### config.mk
export PLATFORM = sky130hd
export DESIGN_NAME = bw_seq_multiplier
export DESIGN_NICKNAME = d
export VERILOG_FILES = /design/src/rtl/bw_pkg.sv /design/src/rtl/bw_pp_row.sv /design/src/rtl/bw_seq_multiplier.sv
export SDC_FILE = /design/constraint.sdc
export NUM_CORES = 1
export LEC_CHECK = 0
export CORE_MARGIN = 10
export CORE_UTILIZATION = 60
export DETAILED_ROUTE_END_ITERATION = 16
export HOLD_SLACK_MARGIN = 0.02
export PLACE_DENSITY_LB_ADDON = 0.2
export SYNTH_ARGS = -nofsm -noshare
export SYNTH_HDL_FRONTEND = slang
export SYNTH_SLANG_ARGS = --single-unit
### constraint.sdc
create_clock -name clk -period 7.9 [get_ports clk]
set_input_delay 1.58 -clock clk [delete_from_list [all_inputs] [get_ports clk]]
set_output_delay 1.58 -clock clk [all_outputs]
set_load 0.02 [all_outputs]
### src/rtl/bw_pkg.sv
`default_nettype none
// ============================================================================
// Module   : bw_pkg
// Brief    : Shared width, FSM encoding and Baugh-Wooley correction constant.
// Revision : 1.0
// ============================================================================
package bw_pkg;

  localparam int DEFAULT_M = 5;

  typedef enum logic [1:0] {
    IDLE = 2'd0,
    RUN  = 2'd1,
    DONE = 2'd2
  } state_t;

  // Correction term 2^m + 2^(2m-1); callers keep the low 2m bits.
  function automatic logic [63:0] bw_correction(input int m);
    return (64'd1 << m) | (64'd1 << (2 * m - 1));
  endfunction

endpackage
`default_nettype wire

### src/rtl/bw_pp_row.sv
`default_nettype none
// ============================================================================
// Module   : bw_pp_row
// Brief    : One Baugh-Wooley partial-product row (AND gating + sign inversions).
// Revision : 1.0
// ============================================================================
module bw_pp_row #(
  parameter int M = 5
) (
  input  logic [M-1:0] a,
  input  logic         b_bit,
  input  logic         last,
  output logic [M-1:0] row
);

  logic [M-1:0] w_and;

  assign w_and = a & {M{b_bit}};

  // The final row inverts the magnitude bits; every other row inverts only the sign bit.
  assign row = last ? {w_and[M-1], ~w_and[M-2:0]}
                    : {~w_and[M-1], w_and[M-2:0]};

endmodule
`default_nettype wire

### src/rtl/bw_seq_multiplier.sv
`default_nettype none
// ============================================================================
// Module   : bw_seq_multiplier
// Brief    : Iterative signed MxM Baugh-Wooley multiplier, one row per clock.
// Revision : 1.0
// ============================================================================
module bw_seq_multiplier
  import bw_pkg::*;
#(
  parameter int M = DEFAULT_M
) (
  input  logic           clk,
  input  logic           rst,
  input  logic           start,
  input  logic [M-1:0]   a,
  input  logic [M-1:0]   b,
  output logic           busy,
  output logic           done,
  output logic [2*M-1:0] p
);

  localparam int              CW          = $clog2(M);
  localparam logic [63:0]     C_CORR_FULL = bw_correction(M);
  localparam logic [2*M-1:0]  C_CORR      = C_CORR_FULL[2*M-1:0];

  state_t           r_state;
  logic [M-1:0]     r_a;
  logic [M-1:0]     r_b;
  logic [CW-1:0]    r_cnt;
  logic [2*M-1:0]   r_acc;
  logic [2*M-1:0]   r_p;
  logic             r_busy;
  logic             r_done;

  logic             w_last;
  logic [M-1:0]     w_row;
  logic [2*M-1:0]   w_addend;
  logic [2*M-1:0]   w_acc_next;

  assign w_last     = (r_cnt == CW'(M - 1));
  assign w_addend   = {{M{1'b0}}, w_row} << r_cnt;
  assign w_acc_next = r_acc + w_addend;

  bw_pp_row #(.M(M)) u_row (
    .a     (r_a),
    .b_bit (r_b[r_cnt]),
    .last  (w_last),
    .row   (w_row)
  );

  always_ff @(posedge clk or posedge rst) begin
    if (rst) begin
      r_state <= IDLE;
      r_a     <= '0;
      r_b     <= '0;
      r_cnt   <= '0;
      r_acc   <= '0;
      r_p     <= '0;
      r_busy  <= 1'b0;
      r_done  <= 1'b0;
    end else begin
      r_done <= 1'b0;
      case (r_state)
        // DONE is also ready, which is what allows back-to-back operation.
        IDLE, DONE: begin
          if (start) begin
            r_a     <= a;
            r_b     <= b;
            r_cnt   <= '0;
            r_acc   <= C_CORR;
            r_busy  <= 1'b1;
            r_state <= RUN;
          end else begin
            r_busy  <= 1'b0;
            r_state <= IDLE;
          end
        end
        RUN: begin
          r_acc <= w_acc_next;
          r_cnt <= r_cnt + CW'(1);
          if (w_last) begin
            r_p     <= w_acc_next;
            r_done  <= 1'b1;
            r_busy  <= 1'b0;
            r_state <= DONE;
          end
        end
        default: begin
          r_busy  <= 1'b0;
          r_state <= IDLE;
        end
      endcase
    end
  end

  assign busy = r_busy;
  assign done = r_done;
  assign p    = r_p;

endmodule
`default_nettype wire

* Word-level counts from Yosys, hierarchy flattened
Index checks and enable logic that the tools add are counted.
** Word-level totals
- Input bits :: 13
- Flip-flop bits (word level) :: 37
** Operators by class
- Bitwise logic cells :: 3
- Order comparisons :: 1
- Muxes and demuxes :: 15
- Shift operators :: 1
- Reductions and logical operators :: 6
- Add/sub/neg operators :: 2
- Equality and inequality tests :: 5
** Operators with widths (count)
- 10-bit case mux with 2 select lines :: 1
- 10-bit adder :: 1
- 10-bit 2-to-1 mux :: 1
- 5-bit by 3-bit left shift with 10-bit output :: 1
- 1-bit 2-to-1 mux :: 6
- 3-bit case mux with 2 select lines :: 1
- 2-bit AND reduction :: 3
- 5-bit bitwise AND :: 1
- 5-bit 2-to-1 mux :: 1
- 3-bit by 4-bit < comparator with 1-bit output, second input constant :: 1
- 4-bit NOT :: 1
- 2-bit case mux with 2 select lines :: 1
- 3-bit by 1-bit adder with 3-bit output, second input constant :: 1
- 1-bit binary-select mux with 3-bit select :: 1
- 3-bit == test, second input constant :: 1
- 3-bit 2-to-1 mux :: 1
- 2-bit by 1-bit == test with 1-bit output, second input constant :: 1
- 2-bit == test, second input constant :: 1
- 2-bit logical NOT :: 1
- 2-bit 2-to-1 mux :: 1
- 2-bit by 1-bit inequality test with 1-bit output, second input constant :: 1
- 2-bit inequality test, second input constant :: 1
- 1-bit case mux with 2 select lines :: 1
- 2-bit nonzero test :: 1
- other kinds (2) :: 2

* Depth between registers and ports, before layout
Gate-level depths: netlist (run 1).
- Word-level depth :: 8
- Mapped depth :: 15

* Hierarchy
Synthesis (run 1) repeated with hierarchy kept, for this count alone.
** Unflattened totals
- Cells, all modules :: 217
- Area, all modules :: 2115.8 um2
** Modules (own cells, without submodules)
- bw_seq_multiplier :: sequential area each 925.9 um2, area each 2045.7 um2, instances 1, cells an instance 206
- bw_pp_row :: sequential area each 0.0 um2, area each 70.1 um2, instances 1, cells an instance 11

* Worst setup path after synthesis (run 1)
OpenSTA, ideal clock, no wires.
- Kind :: flip-flop to flip-flop
- From :: register r_cnt[1]
- To :: register r_acc[8]
- Setup slack :: 4.792 ns
- Cell stages (with the launch flop) :: 16
- Library setup time :: 0.122 ns
- Path buffers :: 2
- Arrival :: 2.987 ns
- Required time :: 7.778 ns
- Cells stage by stage :: dfrtp_1 > buf_4 > inv_1 > ha_1 > clkbuf_1 > or3_1 > a211oi_1 > o21ba_2 > o22ai_2 > ha_1 > inv_1 > a21oi_1 > o21ai_0 > a21oi_1 > or3_1 > a32o_1
** On the way
- Longest elaborated chain between the ends :: 8
** Ends and longest elaborated chain
- start, declared :: RTL line bw_seq_multiplier.sv:29 : logic [CW-1:0] r_cnt;
- start signal, assigned :: RTL line bw_seq_multiplier.sv:80 : r_cnt <= r_cnt + CW'(1);
- 1-bit binary-select mux with 3-bit select :: RTL line bw_seq_multiplier.sv:46 : .b_bit (r_b[r_cnt]),
- 1-bit 2-to-1 mux (not written as such) :: RTL line bw_seq_multiplier.sv:46
- 5-bit bitwise AND :: RTL line bw_pp_row.sv:18 : assign w_and = a & {M{b_bit}};
- 4-bit NOT or 1-bit NOT (tied branches) :: RTL line bw_pp_row.sv:21, bw_pp_row.sv:22
- 5-bit 2-to-1 mux :: RTL line bw_pp_row.sv:21 : assign row = last ? {w_and[M-1], ~w_and[M-2:0]}
- 5-bit by 3-bit left shift with 10-bit output * :: RTL line bw_seq_multiplier.sv:41 : assign w_addend = {{M{1'b0}}, w_row} << r_cnt;
- 10-bit adder * :: RTL line bw_seq_multiplier.sv:42 : assign w_acc_next = r_acc + w_addend;
- 10-bit case mux with 2 select lines * :: RTL line bw_seq_multiplier.sv:63 : case (r_state)
- end signal, assigned :: RTL line bw_seq_multiplier.sv:79 : r_acc <= w_acc_next;
- end, declared :: RTL line bw_seq_multiplier.sv:30 : logic [2*M-1:0] r_acc;
Mark *: on every way between the ends. The rest lies on a longest branch, timed or not. The select of a mux whose other input is x is not followed.
A chain may end at the register's enable or synchronous reset.

* Final worst setup path (run 1)
- From :: register r_cnt[1]
- To :: register r_acc[9]
The elaborated chain is that of the path after synthesis.

==> results.txt, run 1 <==
The routability-driven placement congestion ratio came out at roughly 0.92. The post-synthesis share of cell area spent on and, or, nand and nor gates is 16.5%. The post-synthesis cell count is 227. The summed instance area of the synthesized netlist came out at 2140 um^2.

The number of levels in the clock H-tree is 2. The area overhead of the layout relative to synthesis is 16.3%. The tool flagged a number of max-cap violations equal to 0.

The worst IR drop on VDD came out at 0.303 mV. After synthesis, the share of flip-flops with an asynchronous set or reset is 100%. The transition time at the pin with the least slew margin is 828 ps. In this run the register-to-register setup slack is between 4000 and 5000 ps. The fraction of the cycle the final worst path needs came out at 47.7%.

On the worst path, the slowest cell contributes a delay of 740 ps. Counting every net in the synthesized netlist gives roughly 250. The die extent in y is 79.7 um. The starting density of the core came out at 63.0%. The clock drives 36 sinks. The clock latency of the later-clocked register in the worst-skew pair came out at 350 ps. After detailed routing, the total wire length is roughly 4.3 mm. Across every metal layer, demand over resource in global routing totals ~15%.

STA classifies the critical path startpoint as a flip-flop. The library cells used most frequently in the layout, excluding fill and tap cells, are sky130_fd_sc_hd__dfrtp_1 (36), sky130_fd_sc_hd__nand2_1 (27), sky130_fd_sc_hd__clkdlybuf4s50_1 (24). After the flow finishes, the layout carries non-filler instances totaling 296. For this design the total switching power over the nets is 0.000521 W. The placement-stage cell area is 2390 um^2.

Once detail routing completed, the nets flagged for antenna violations numbered 0. The total overflow left after global routing is 0. The number of top-level design ports is 25. Dividing the detail-routed via count by the number of cells gives 5.66. The proportion of power drawn by flip-flops and latches is 30.0%. Measured against the total synthesized area, the mux share comes to 7.56%. The final hold violation count is 0. The count of endpoints failing setup in the final report is 0. The detailed placer's ending HPWL came out at 3.14 mm.

The signal on the critical path passes through inv_1 > ha_1 > or3_1 > a211oi_1 > o21ba_2 > o21ai_2 > ha_1 > inv_1 > o22ai_1 > nor4_1 > o31ai_1 > xnor2_1 > a21oi_1. The instance count along the most critical hold path came out at 2. The min-delay analysis places its worst path in the category flip-flop to flip-flop. In this run switching power makes up 44.1% of total power. The startpoint of the worst register-to-register path is r_cnt[1]$_DFFE_PP0P_. The detailed-routed wire length on met2 is between 1.5 and 2 mm. The internal portion of total power is 0.000660 W.

The uppermost metal layer occupied by signal nets is met4. The largest net degree at the start of global routing is 37. In this run the critical register-to-register path is captured at r_acc[9]$_DFFE_PP0P_. The tree is rooted in a sky130_fd_sc_hd__clkbuf_4. Yosys attributes the largest share of cell area to sky130_fd_sc_hd__dfrtp_1 (42%), sky130_fd_sc_hd__ha_1 (6.4%), sky130_fd_sc_hd__mux2_2 (4.7%). The final layout net count came out at 274. The number of design-rule violations left by the first detailed-router iteration is 143. A synthesized cell averages 9.41 um^2. The die covers roughly 6300 um^2. The routed metal-1 wire length is between 1.5 and 2 mm. Across all hold checks on the routed design, the worst slack comes to roughly 500 ps. The number of cells upsized or downsized after cts is 0. The first global-routing pass estimated 7.56 mm of wire. The proportion of layout cells with a drive suffix above 1 is between 10 and 15%. The floorplan die width came out at 79.7 um.

The DRC violation count after routing is 0. For the final database, setup skew stands at between 7 and 8 ps. The fraction of the mapped netlist area in compound gates is between 10% and 20%. The clock network accounts for 12.3% of the total power. At the worst endpoint, the required time is around 8000 ps.

The number of warnings printed during yosys synthesis came out at 0. The clock transition at the registers of the reported paths is between 100 and 150 ps. The achievable clock frequency is about 0.27 GHz. In this run the standard cell core region covers 3390 um^2.

The share of the yosys chip area belonging to registers is approximately 42%. The area fraction of the dominant cell type after synthesis came out at 42.2%. The maximum number of buffers from clock root to sink is 2. The kind of end point of the critical path is a flip-flop. The share of total power dissipated in combinational logic is 57.7%.

The detailed-routing iteration count for the pre-antenna-repair pass is 5. For this run, the share of the core covered by cells in the final layout is 73.3%. The static leakage came out at around 1.1 nW.

The cell row count came out at 21. Once layout is done, the placed cells without fillers occupy 2480 um^2. The initial antenna violation count came to 0. The number of instances in the placed design is 288. The setup fix buffers added after clock tree synthesis came out at 0. The mean routed wirelength per cell is 14.6 um.

The highest net fanout along the worst path is 19. The adder and majority cell fraction of the synthesized area came out at 7.38%. By startpoint and endpoint, the worst setup path is classified as flip-flop to flip-flop. The flow ran to the end, and the final reports show no timing, DRC or antenna violations.

The number of global-route vias before repair came out at between 1500 and 2000. The power per cell area came out at around 480 nW/um^2. The setup total negative slack came out at 0 ps. The clock tree from TritonCTS is built. The number of clock buffers added by TritonCTS is 5. The clock period minus worst slack is 3770 ps. In this run the tool buffered the top-level ports with 24 buffer cells. The main combinational cell family by area after synthesis is compound AO/OA/AOI/OAI gates.

Summing the areas of all xor and xnor instances in the mapped netlist gives 3.69% of the synthesized area. The synthesized design contains 0 enable-type register cells. The number of slew-limit violations in the final report is 0.

The wire length on met3 is 315 um. The count of cells along the worst register-to-register path came out at 13. The data arrival time at the worst-slack endpoint came out at between 3000 and 4000 ps. The number of antenna diodes in the final layout is 0. The synthesis-stage register bit count came out at 36. For this run, the leading register cell type out of synthesis is sky130_fd_sc_hd__dfrtp_1. Setup repair after global routing left no endpoint under its margin. For hold timing, the worst endpoint is p[3]$_DFFE_PP0P_. Synthesis instantiated 46 different standard cells from the library. The total via count in the routed design is 1675. The relative slew slack came out at roughly 45%. The slowest stage cell on the critical path is sky130_fd_sc_hd__dfrtp_1.

The most common cell after layout, fill and taps aside is sky130_fd_sc_hd__dfrtp_1. In this run the most critical hold path is launched from p[3]$_DFFE_PP0P_. The post-synthesis cell type with the largest combined area is sky130_fd_sc_hd__dfrtp_1.

The count of hold buffers inserted by post-cts repair came out at 0.
critical path, delay by kind of cell, from the launching register on:
family	cells	cell delay, ps
AOI/OAI and AO/OA	6	950
DFF	1	740
and+or+nand+nor	2	700
adders and majority gates	2	630
buffers and inverters	2	370
xor gates and xnor gates	1	220
per-stage QoR:
step / setup slack, ps / total power, W
final: 4130 / 0.00118
after CTS: 4190 / 0.00119
after floorplan: 4790 / 0.000872
after global placement: 4360 / 0.00102
after global routing: 3870 / 0.00129
after detailed placement: 4230 / 0.00103
worst max-delay path by stage:
stage,start,end,slack (ps),cells past startpoint
3_3_place_gp,r_cnt[1]$_DFFE_PP0P_,r_acc[8]$_DFFE_PP0P_,4360,13
3_5_place_dp,r_cnt[1]$_DFFE_PP0P_,r_acc[8]$_DFFE_PP0P_,4230,13
5_1_grt,r_cnt[1]$_DFFE_PP0P_,r_acc[9]$_DFFE_PP0P_,3870,13
6_report,r_cnt[1]$_DFFE_PP0P_,r_acc[9]$_DFFE_PP0P_,4130,13
4_1_cts,r_cnt[1]$_DFFE_PP0P_,r_acc[9]$_DFFE_PP0P_,4190,13
2_1_floorplan,r_cnt[1]$_DFFE_PP0P_,r_acc[8]$_DFFE_PP0P_,4790,15
Yosys cell counts (3+ instances only):
| cell | instances |
|---|---|
| sky130_fd_sc_hd__dfrtp_1 | 36 |
| sky130_fd_sc_hd__mux2i_1 | 6 |
| sky130_fd_sc_hd__xor2_1 | 3 |
| sky130_fd_sc_hd__or3_1 | 3 |
| sky130_fd_sc_hd__nor3_1 | 4 |
| sky130_fd_sc_hd__mux2_2 | 9 |
| sky130_fd_sc_hd__clkbuf_1 | 5 |
| sky130_fd_sc_hd__buf_4 | 3 |
| sky130_fd_sc_hd__a21oi_1 | 17 |
| sky130_fd_sc_hd__inv_1 | 15 |
| sky130_fd_sc_hd__ha_1 | 11 |
| sky130_fd_sc_hd__nor2b_1 | 6 |
| sky130_fd_sc_hd__nor2_1 | 12 |
| sky130_fd_sc_hd__o21ai_0 | 18 |
| sky130_fd_sc_hd__o31ai_1 | 4 |
| sky130_fd_sc_hd__o21ai_1 | 3 |
| sky130_fd_sc_hd__nand2_1 | 27 |
| sky130_fd_sc_hd__xnor2_1 | 6 |
| sky130_fd_sc_hd__nand3_1 | 4 |
| sky130_fd_sc_hd__nand2b_1 | 4 |
layout make-up:
cell class / instances / area [um^2]
fillers: 254 / 906
inverters: 16 / 60.1
clock buffers: 7 / 65.1
repair buffers: 26 / 255
multi-input cells: 164 / 1110
flip-flops and latches: 36 / 901
well taps: 46 / 57.6
clock inverters: 1 / 30.0
power by group through the flow:
| stage | clock network [W] | logic (W) | registers, W |
|---|---|---|---|
| 2_1_floorplan | 0 | 0.000524 | 0.000348 |
| 3_3_place_gp | 0 | 0.000667 | 0.000356 |
| 3_5_place_dp | 0 | 0.000678 | 0.000357 |
| 4_1_cts | 0.000148 | 0.000685 | 0.000353 |
| 5_1_grt | 0.000157 | 0.000768 | 0.000369 |
| 6_report | 0.000145 | 0.000682 | 0.000354 |
state kept, by name (all words and copies together) (netlist names):
name     cells
r_b          5
done         1
busy         1
r_state      1
r_a          5
r_acc       10
p           10
r_cnt        3
kinds of logic after synthesis:
| group | after synthesis |
|---|---|
| buffers and inverters | 27 |
| AND/OR/NAND/NOR | 70 |
| adder cells (fa/ha/maj) | 12 |
| flip-flops | 36 |
| AO/OA/AOI/OAI | 58 |
| multiplexers | 15 |
| XOR/XNOR | 9 |
layer usage:
layer  track usage [%]  vias up
li1                  -      835
met1              19.3      780
met2              21.5       49
met3              6.31       11
met4              4.84        0
met5                 0        -
Power figures use the tool's default switching activity.
==> inputs of run 2 (changes only) <==
- CORE_UTILIZATION: 60 -> 56
- clock period: 7.9 -> 3.5 ns (I/O delays scaled with it)
==> run 2 against run 1 <==
Register-to-register slack got worse by 3900 ps. First-iteration DRC count increased by 8.4%. Cell count grew 2.7%. Die area up 5.3%. Via count is 1.2% higher. Clock skew shrank 2.7 ps. Combinational power increased by 150%. Critical path depth unchanged. Non-clock buffer count increased by 7. Sequential share of layout area down 0.60 points. Routed wire length rose by 11%.
==> results.txt, run 2 (synthesis results as in run 1) <==
The run finished with clean final reports. The detailed-route wire length is approximately 4.8 mm. Dividing total power by cell area gives a power density of 1080 nW/um^2. The fraction of the cycle the final worst path needs came out at 93.9%.

The first-pass GRT wire length is 7.90 mm. The number of port buffers came out at 24. No sink is reached through more buffers than the 2 on the longest clock path. The startpoint of the worst register-to-register path is r_cnt[2]$_DFFE_PP0P_. The tightest min-delay check is of the flip-flop to flip-flop type. The worst-case clock skew came out at 4.84 ps. In this run the horizontal extent of the chip is 81.8 um. The total congestion overflow after global routing is 0. The fraction of the core area covered by cells at the end of the flow is 69.1%. The worst register-to-register path has a depth of 13. The final layout net count is between 200 and 300. The instance count along the most critical hold path is 2. Setup violations remaining at the end of the flow were counted as 0.

On the worst path, the slowest cell contributes a delay of 490 ps. The cell sitting at the root of the clock tree is a sky130_fd_sc_hd__clkbuf_8. Together, buffers and inverters on the worst path number 1.

The most critical setup path has its endpoint at r_acc[8]$_DFFE_PP0P_. The endpoint identified for the worst register-to-register timing path is r_acc[8]$_DFFE_PP0P_. The cell row count came out at 22. The tool flagged a number of max-cap violations equal to 0.

The static leakage is 1.12 nW. The final hold violation count came out at 0. The number of slew-limit violations in the final report is 0.

By startpoint and endpoint, the worst setup path is classified as flip-flop to flip-flop. The achievable clock frequency came out at 0.304 GHz. The transition time at the pin with the least slew margin came out at 761 ps. The logic depth of the worst path, buffers included came out at 13. In the final routed layout, each cell accounts on average for 15.7 um.

The number of design-rule violations left by the first detailed-router iteration is about 160. The congestion estimate from routability-driven global placement came to 0.882. The worst-case IR drop observed on VDD is 0.646 mV. The detailed placer's ending HPWL is roughly 3.5 mm. The final hold slack came out at 480 ps.

The count of antenna-violating nets left after detailed routing came out at 0. Of the cells placed in the final design, the portion with a size suffix greater than 1 is a little over an eighth. The highest net fanout along the worst path is 10.

For this configuration, the core starts out at a cell density of 58.3%. The detailed-routing iteration count for the pre-antenna-repair pass came out at 4. The clock transition at the registers of the reported paths came out at about 70 ps. The largest net degree at the start of global routing is 37. For this design the top-level I/O count stands at 25. The DRC violation count after routing came out at 0. The die extent in y is 81.8 um. The total global-route track usage is 15.5%. The post-detailed-route via-to-cell ratio is between 5 and 6. Among cell families on the critical path, the largest total delay comes from compound AO/OA/AOI/OAI gates. The final antenna diode count came out at 0. Setup repair after global routing left no endpoint under its margin. In the layout the commonest cells are sky130_fd_sc_hd__dfrtp_1 (35), sky130_fd_sc_hd__nand2_1 (27), sky130_fd_sc_hd__clkdlybuf4s50_1 (24). The total via count in the routed design came out at between 1500 and 2000. The number of CTS-inserted buffers is 5. The TritonCTS sink count came out at 36. Among all stages on the critical path, the largest delay is contributed by sky130_fd_sc_hd__dfrtp_2.

STA classifies the critical path endpoint as a flip-flop. Traced cell by cell, the critical path runs through mux2i_1 > a2bb2oi_1 > o21ai_0 > a211oi_1 > o21ba_2 > o22ai_2 > ha_1 > inv_1 > a21oi_1 > o21ai_0 > a21oi_1 > or3_1 > a32o_1. The most common cell after layout, fill and taps aside is sky130_fd_sc_hd__dfrtp_1. The placeable core area came out at approximately 3700 um^2. The setup total negative slack is 0 ps. The relative slew slack is 49.1%. The startpoint class of the critical path is a flip-flop. The count of hold buffers inserted by post-cts repair is 0. The data arrival time at the worst-slack endpoint is 3470 ps.

The most critical setup path has its startpoint at r_cnt[2]$_DFFE_PP0P_. The clock period could shrink to ~3300 ps. The clock tree from TritonCTS is built. The die covers roughly 6700 um^2.

The initial antenna violation count is 0. The data required time of the critical path came out at between 3000 and 4000 ps. The reg2reg setup slack came out at around 210 ps.

The clock latency of the later-clocked register in the worst-skew pair came out at roughly 300 ps. The number of levels in the clock H-tree came out at 2. The number of global-route vias before repair is 1627. The area overhead of the layout relative to synthesis came out at 18.4%. The count of filler cells inserted in the layout came out at 290.
==> run 2: per-stage QoR <==
stage / area [um^2] / instances / setup slack [ps] / total power (W)
2_1_floorplan: 2140 / 227 / 392 / 0.00197
3_3_place_gp: 2440 / 297 / 372 / 0.00238
3_5_place_dp: 2440 / 297 / 186 / 0.00243
4_1_cts: 2520 / 304 / 146 / 0.00273
5_1_grt: 2530 / 304 / 6.78 / 0.00298
6_report: 2530 / 304 / 213 / 0.00274
==> run 2: how the worst min path moves through the flow <==
stage	start	to	slack (ps)
after floorplan	r_acc[6]$_DFFE_PP0P_	r_acc[6]$_DFFE_PP0P_	460
after global placement	p[4]$_DFFE_PP0P_	p[4]$_DFFE_PP0P_	460
after detailed placement	p[3]$_DFFE_PP0P_	p[3]$_DFFE_PP0P_	470
after CTS	p[3]$_DFFE_PP0P_	p[3]$_DFFE_PP0P_	490
after global routing	p[0]$_DFFE_PP0P_	p[0]$_DFFE_PP0P_	510
final	p[2]$_DFFE_PP0P_	p[2]$_DFFE_PP0P_	480
==> run 2: layout make-up <==
type | instances | area [um^2] | share of cell area [%]
sequential | 36 | 902 | 35.7
multi-input combinational | 164 | 1120 | 44.3
clock inverter | 1 | 5.00 | 0.198
clock buffer | 6 | 72.6 | 2.87
tap | 48 | 60.1 | 2.38
timing repair buffer | 33 | 308 | 12.2
inverter | 16 | 60.1 | 2.38
==> run 2: timing repair <==
item | CTS | global route
gates resized for setup | 0 | 2
buffers inserted | 0 | 0
endpoints found under the setup margin | 0 | 6
==> run 2: where the power goes <==
part / internal (W) / switching, W
Combinational: 0.000740 / 0.000944
Clock: 0.000135 / 0.000148
Sequential: 0.000615 / 0.000157
Total: 0.00149 / 0.00125
==> run 2: worst register-to-register path: cells and delay by family, from the launching register on <==
kind | cells | cell delay, ps
flip-flops | 1 | 490
multiplexers | 1 | 290
AND/OR/NAND/NOR | 1 | 360
adder cells (fa/ha/maj) | 1 | 250
buffers and inverters | 1 | 90
AO/OA/AOI/OAI | 9 | 1680
==> run 2: routing by layer <==
layer  wire length, um  up-vias  GRT usage [%]
met4                95        0           5.61
met1              2210      801           20.1
li1                  -      843              -
met3               253       11           5.68
met2              2230       40           23.1
met5                 0        -              0
==> RTL edit, RTL diff (config.mk and constraints of run 2) <==
Re-encode `state_t` (3 states) as one-hot, 3 bits wide.
--- a/src/rtl/bw_pkg.sv
+++ b/src/rtl/bw_pkg.sv
@@ -10,6 +10,6 @@
 
-  typedef enum logic [1:0] {
-    IDLE = 2'd0,
-    RUN  = 2'd1,
-    DONE = 2'd2
+  typedef enum logic [2:0] {
+    IDLE = 3'b001,
+    RUN  = 3'b010,
+    DONE = 3'b100
   } state_t;
Formal check against the unedited RTL: same outputs for any inputs over 10 cycles, from zero or initial values and one cycle with rst high; not proved beyond that.
==> RTL edit against run 2 <==
  * Sequential cell count up 1
  * Design area increased by 3.1%
  * Fmax rose by 1.7%
  * Setup slack improved by 0.056 ns
  * Power decreased by 16%
  * Die area increased by 2.3%
  * Count of clock-buffer cells in the layout rose by 1
  * Clock skew grew 0.00063 ns
  * Final cell count is 0.99% higher
  * Synthesized area up 3.1%
  * Routed wire length up 2.0%
  * Critical endpoint is now p[8]
  * Largest cell class unchanged
==> RTL edit: results (changes against run 2) <==
** Drt
- Signal routing reaches up to met4.
- The number of DRC markers after the initial detailed-route iteration came to 113 (-27%).
- The number of iterations in the first detailed-routing pass was 4 (unchanged).
- Detailed-route vias per instance :: 5.69 (+2.1%)
- Met1 layer wirelength in the final routing :: 2.10 mm (-4.7%)
- The sum of met2 wire segment lengths after detailed routing came to 2.29 mm (+3.1%).
- The final routed wirelength across all metal layers is 4.88 mm (+2.0%).
- Detailed-routed wire length on met3 :: 363 um (+43%)

** Global route
- Vias in the first global route :: 1738 (+6.8%)
- Wire length of the first global-routing pass :: 8.31 mm (+5.2%)
- Total track usage :: 15.7% (+0.24 points)
- The number of antenna violations at the first check in global routing came to 0 (unchanged).
- Pin count of the biggest net entering global routing :: 20 (-46%)

** Timing
- Worst slew margin relative to its limit :: 44.4% (-4.7 points)
- Skew final :: 0.00547 ns (+0.000631 ns)

** Placement
- Global placement routability congestion :: 0.910 (+3.1%)
- DP HPWL :: 3.68 mm (+4.5%)
- Port Buf Inserts :: 24 (unchanged)

** Setup path
- Cell type of the slowest stage on the worst timing path :: sky130_fd_sc_hd__dfrtp_1
- Delay of the slowest cell on the worst path :: 0.47 ns (-0.02 ns)
- Critical path fanouts, max :: 7 (-3)
- Arrival time at the worst endpoint :: 3.41 ns (-0.06 ns)
- Among cell families on the critical path, the largest total delay comes from compound AO/OA/AOI/OAI gates.

** Clock network
- The buffer count from post-CTS setup fixing is 0 (unchanged).
- Library cell used as clock root buffer :: sky130_fd_sc_hd__clkbuf_8
- The number of buffers inserted during clock tree synthesis was 5 (unchanged).
- Number of H-tree levels :: 2 (unchanged)
- The clock-pin slew of the registers on the worst-case setup and hold paths is 0.07 ns (about the same).
- The count of cells resized by post-cts repair came to 0 (unchanged).
- The clock latency of the later-clocked register in the worst-skew pair was 0.30 ns (about the same).
- The number of buffers on the longest clock path was 2 (unchanged).

** Hold path
- The tightest min-delay check is of the reg2reg type.

** Status
- The flow ran to the end, and the final reports show no timing, DRC or antenna violations.

** Final layout
- Ratio of cells with drive above 1 in the final layout :: 13.5% (-0.16 points)
- The number of filler instances in the final layout came to 313 (+7.9%).
- The number of antenna repair diodes came to 0 (unchanged).
- Layout Nets :: 283 (+0.71%)

** Synth
- In the synthesized netlist, the cells that appear most often are sky130_fd_sc_hd__nand2_1, sky130_fd_sc_hd__dfrtp_1, sky130_fd_sc_hd__o21ai_0.
- The post-synthesis net count came to 254 (+0.79%).
- Yosys warns :: 0 (unchanged)
- The average size of a mapped cell is 9.62 sq um (+2.2%).
- The proportion of synthesized flip-flops having asynchronous set or reset was 100% (unchanged).
- Netlist cell types :: 45 (-2.2%)
- Cells taking the most area after synthesis :: sky130_fd_sc_hd__dfrtp_1, sky130_fd_sc_hd__nand2_1, sky130_fd_sc_hd__ha_1
- Sequential element share of the synthesized area :: 42.1% (-0.077 points)

** Power
- Highest ir drop seen on vdd :: 0.000525 V (-19%)
- The reported leakage power was 1.16 nW (+3.9%).
[RTL edit: changes by cell type after synthesis, moves of 4 or more]
cell,run 2,this run
sky130_fd_sc_hd__nand2_1,27,37
sky130_fd_sc_hd__a21oi_1,17,10
sky130_fd_sc_hd__o21a_1,0,4
sky130_fd_sc_hd__o211ai_1,0,4
sky130_fd_sc_hd__xnor2_1,6,10
[RTL edit: stage by stage]
| step | setup slack [ns] | power [mW] | instances | instance area (sq um) |
|---|---|---|---|---|
| 2_1_floorplan | 0.643 | 1.64 | 229 | 2200 |
| 3_3_place_gp | 0.335 | 1.93 | 299 | 2510 |
| 3_5_place_dp | 0.299 | 1.95 | 299 | 2510 |
| 4_1_cts | 0.283 | 2.29 | 307 | 2610 |
| 5_1_grt | 0.0744 | 2.47 | 307 | 2610 |
| 6_report | 0.269 | 2.29 | 307 | 2610 |
[RTL edit: kinds of logic after synthesis]
| group | share of synthesized area [%] |
|---|---|
| compound gates | 19.0 |
| xor+xnor | 5.57 |
| simple gates | 13.7 |
| fa+ha+maj | 7.16 |
| flops | 42.1 |
| mux | 8.18 |
| buf+inv | 4.26 |
[RTL edit: layout make-up]
| cell class | instances | area share (%) |
|---|---|---|
| inverter | 12 | 1.73 |
| clock buffer | 7 | 3.69 |
| multi-input combinational | 171 | 45.3 |
| tap | 48 | 2.30 |
| sequential | 37 | 35.6 |
| timing repair buffer | 31 | 11.2 |
| clock inverter | 1 | 0.192 |
[RTL edit: layer usage]
metal / track usage [%] / vias up
li1: - / 866
met5: 0 / -
met1: 19.7 / 822
met2: 24.3 / 51
met4: 6.19 / 0
met3: 5.51 / 9
[RTL edit: where the power goes]
part,switching [mW],internal [mW],leakage (nW)
sequential,0.124,0.576,0.475
clock,0.147,0.178,0.0542
combinational,0.695,0.570,0.634
[RTL edit: path summary, 6_finish.rpt]
path	start	to	slack (ns)	depth (start not counted)
max	r_cnt[2]	p[8]	0.27	11
min	p[3]	p[3]	0.49	2
max reg2reg	r_cnt[2]	p[8]	0.27	11
min reg2reg	p[3]	p[3]	0.49	2
max in group asynchronous	rst	r_state[0]	1.92	3
min in group asynchronous	rst	p[1]	0.80	2
[RTL edit: tightest hold or removal path: stages (launching register included)]
cell and delay, ns:
sky130_fd_sc_hd__dfrtp_1 0.35, sky130_fd_sc_hd__nand2_1 0.05, sky130_fd_sc_hd__nand2_1 0.06
